--- config.mk ---
export PLATFORM = sky130hd
export DESIGN_NAME = ets_result_reg
export DESIGN_NICKNAME = d
export VERILOG_FILES = /design/src/rtl/ets_result_reg.sv
export SDC_FILE = /design/constraint.sdc
export NUM_CORES = 1
export LEC_CHECK = 0
export ABC_AREA = 1
export CAP_MARGIN = 15
export CELL_PAD_IN_SITES_DETAIL_PLACEMENT = 1
export CELL_PAD_IN_SITES_GLOBAL_PLACEMENT = 1
export CORE_AREA = 2 2 98 100
export DETAILED_ROUTE_END_ITERATION = 8
export DIE_AREA = 0 0 100 102
export PLACE_DENSITY = 0.84
export SLEW_MARGIN = 10
export SYNTH_ARGS = -nofsm -noshare
export SYNTH_HDL_FRONTEND = slang
export SYNTH_SLANG_ARGS = --single-unit
--- constraint.sdc ---
create_clock -name clk -period 1.21 [get_ports clk]
set_input_delay 0.121 -clock clk [delete_from_list [all_inputs] [get_ports clk]]
set_output_delay 0.121 -clock clk [all_outputs]
set_load 0.01 [all_outputs]
--- src/rtl/ets_result_reg.sv ---
// rtl/ets_result_reg.sv - one-deep valid/ready holding register for frame results
module ets_result_reg #(
   parameter int W = 67
) (
   input  logic         clk,
   input  logic         rst_n,
   input  logic         load,
   input  logic         ready,
   input  logic [W-1:0] din,
   output logic         valid,
   output logic [W-1:0] dout
);

   // A load always wins over a same-cycle accept so the fresh record is presented
   always_ff @(posedge clk or negedge rst_n) begin
      if (!rst_n) begin
         valid <= 1'b0;
         dout  <= '0;
      end else if (load) begin
         valid <= 1'b1;
         dout  <= din;
      end else if (ready) begin
         valid <= 1'b0;
      end
   end

endmodule

==> metrics, run 1 <==
Final Wtd Congestion 0.724; Initial Util 28.4%; H-tree depth reported by CTS 3; Critical Path Sink Type primary output; cell with the most instances after synthesis nand2_1; total power 0.00510 W; CTS buffer count 9; FF-to-FF path depth 2; asr flop ratio synth 100%; endpoints failing hold 0; layout cells sized above 1 4.87%; synthesis-stage register bit count 68; syn_nets 359; RSZ-0062 raised after global routing false; Ports 139; Overflow after GRT 0; slowest CP cell dfrtp_1; Final Skew 0 ns; ys flop type dfrtp_1; Pins Over Slew Limit 0; Post CTS Setup Buffer Count 0; synth-to-layout area growth 60.7%; CP Cell Sequence dlygate4sd2_1; vias in the first global route 2,561; WHS Endpoint dout[0]; TNS Setup 0 ns; Synth top area share 65.9%; Vias/cell 4.28; gr usage total 15.7%; delay-heaviest family, CP flip-flops; wire length per cell 14.0 µm; clk sink count 68; DRT Pass-1 Iters 4; fin crit period 1.14 ns; Multi-input gate area 762 µm²; PwrDens 1230 mW/mm²; register area 0.00170 mm²; DR vias 2,320; Reg clk slew, reported paths 0.07 ns; FMAX 876 MHz; Filler cells 1,096; routed wire length 7590 µm; Peak VDD IR 0.472 mV; Seq/Total Area, Yosys 65.9%; R2R Path Start dout[29]; TritonCTS clock tree done; Post-synth top cells nand2_1 (203), dfrtp_1 (68), buf_2 (7); DIE AREA 0.0102 mm²; placed instance count 527; critical path class register to primary output; Period Utilization, post-route 94.3%; Hold Path Depth 4; CP arrival 1.02 ns; Mean Syn Cell Area 8.97 µm²; Max FO, Critical Path 2; hold_sp load; Yosys top cell by area dfrtp_1; max cap viols 0; Ys Warns 0; EDFF count, synth 0; worst path bufs/invs 1; Die Ht 102 µm; largest net degree at the start of global routing 69; CTS Buffer Depth 2; biggest cell delay along the critical path 0.40 ns; LEAKAGE 2.23 nW; CTS root buf clkbuf_8; top cells by area, synth dfrtp_1 (66%), nand2_1 (29%), buf_6 (1.7%); max_slew headroom 75.5%; Post-Syn Area 0.00258 mm²; drt initial violations 43; DRC 0; outcome finished, final reports clean; register-to-register path setup slack 0.58 ns; cell count after synthesis 288; ANT cells 0; num rows 35; # setup viols final 0; Skew-Pair Late Insertion Delay 0.33 ns; post-route ant nets 0; Netlist cell types 7; antenna violations before repair 0; input/output buffers 138; Critical Path Source dout[66]; final net count 499; Worst setup SP type register; first-pass GRT wire length 12,600 µm; Worst-Margin Slew 0.368 ns; post-route insts no fill 542; reg2reg end dout[29]; Final Util 45.6%; CP required 1.09 ns; Core Area 0.00911 mm²; HPWL Detailed 5430 µm; die width 100 µm; Hold Path Class input port to register
layout make-up:
| cell class | count | share of cell area (%) |
|---|---|---|
| clock buffers | 11 | 3.40 |
| multi-input cells | 203 | 18.3 |
| repair buffers | 144 | 33.3 |
| flip-flops and latches | 68 | 41.0 |
| clock inverters | 3 | 0.362 |
| inverters | 2 | 0.241 |
| well taps | 111 | 3.34 |
cell families (layout without fill, tap and decap cells):
| kind of cell | after synthesis | count (layout) | synth area share [%] |
|---|---|---|---|
| DFF | 68 | 68 | 65.9 |
| and+or+nand+nor | 203 | 203 | 29.5 |
| buffers and inverters | 17 | 160 | 4.65 |
timing repair:
action	CTS	global route
hold buffers	1	0
hold endpoints to repair	68	0
gates resized for setup	68	0
endpoints found under the setup margin	68	0
metal layers:
| layer | global-route usage (%) | share of wire [%] | up-vias |
|---|---|---|---|
| li1 | - | - | 1135 |
| met1 | 18.6 | 42 | 1084 |
| met2 | 26.5 | 48 | 92 |
| met3 | 6.29 | 8.5 | 9 |
| met4 | 4.43 | 1.1 | 0 |
| met5 | 0 | 0 | - |
registers in the layout, indices dropped and copies added, names as in the netlist:
signal  cells
valid       1
dout       67
cells in the final DEF, fill, tap and decap left out:
| master | synthesis | routed |
|---|---|---|
| dfrtp_1 | 68 | 68 |
| buf_4 | 4 | 1 |
| inv_4 | 1 | 1 |
| buf_2 | 7 | 2 |
| buf_12 | 0 | 4 |
| dlygate4sd3_1 | 0 | 1 |
| inv_1 | 1 | 1 |
| clkbuf_8 | 0 | 10 |
| clkbuf_1 | 0 | 1 |
| dlygate4sd2_1 | 0 | 68 |
| clkinv_2 | 0 | 3 |
| clkdlybuf4s50_1 | 0 | 68 |
| nand2_1 | 203 | 203 |
power breakdown:
| group | internal, W | switching, W | leakage, nW |
|---|---|---|---|
| Combinational | 0.000501 | 0.000457 | 1.32 |
| Sequential | 0.00247 | 0.000101 | 0.827 |
| Clock | 0.000767 | 0.000799 | 0.0848 |
| Total | 0.00374 | 0.00136 | 2.23 |
worst max path at each step:
stage / to / slack (ns) / depth (start not counted)
finish: dout[66] / 0.07 / 1
CTS: dout[41] / 0.05 / 1
floorplan: dout[34] / 0.47 / 5
global route: dout[8] / 0.02 / 1
global placement: dout[26] / 0.18 / 1
detailed placement: dout[26] / 0.18 / 1
stage by stage:
stage | instance area (µm²) | hold WS, ns | setup slack (ns)
6_report | 4150 | 0.190 | 0.0685
2_1_floorplan | 2580 | -0.175 | 0.467
5_1_grt | 4150 | 0.196 | 0.0177
3_3_place_gp | 4070 | 0.174 | 0.181
4_1_cts | 4150 | 0.174 | 0.0457
3_5_place_dp | 4070 | 0.180 | 0.181
Power figures use the tool's default switching activity.
==> inputs of run 2 (changes only) <==
- SLEW_MARGIN: 10 -> 20
==> results of run 2 <==
No change in the layout: final DEF, timing and power equal those of run 1.
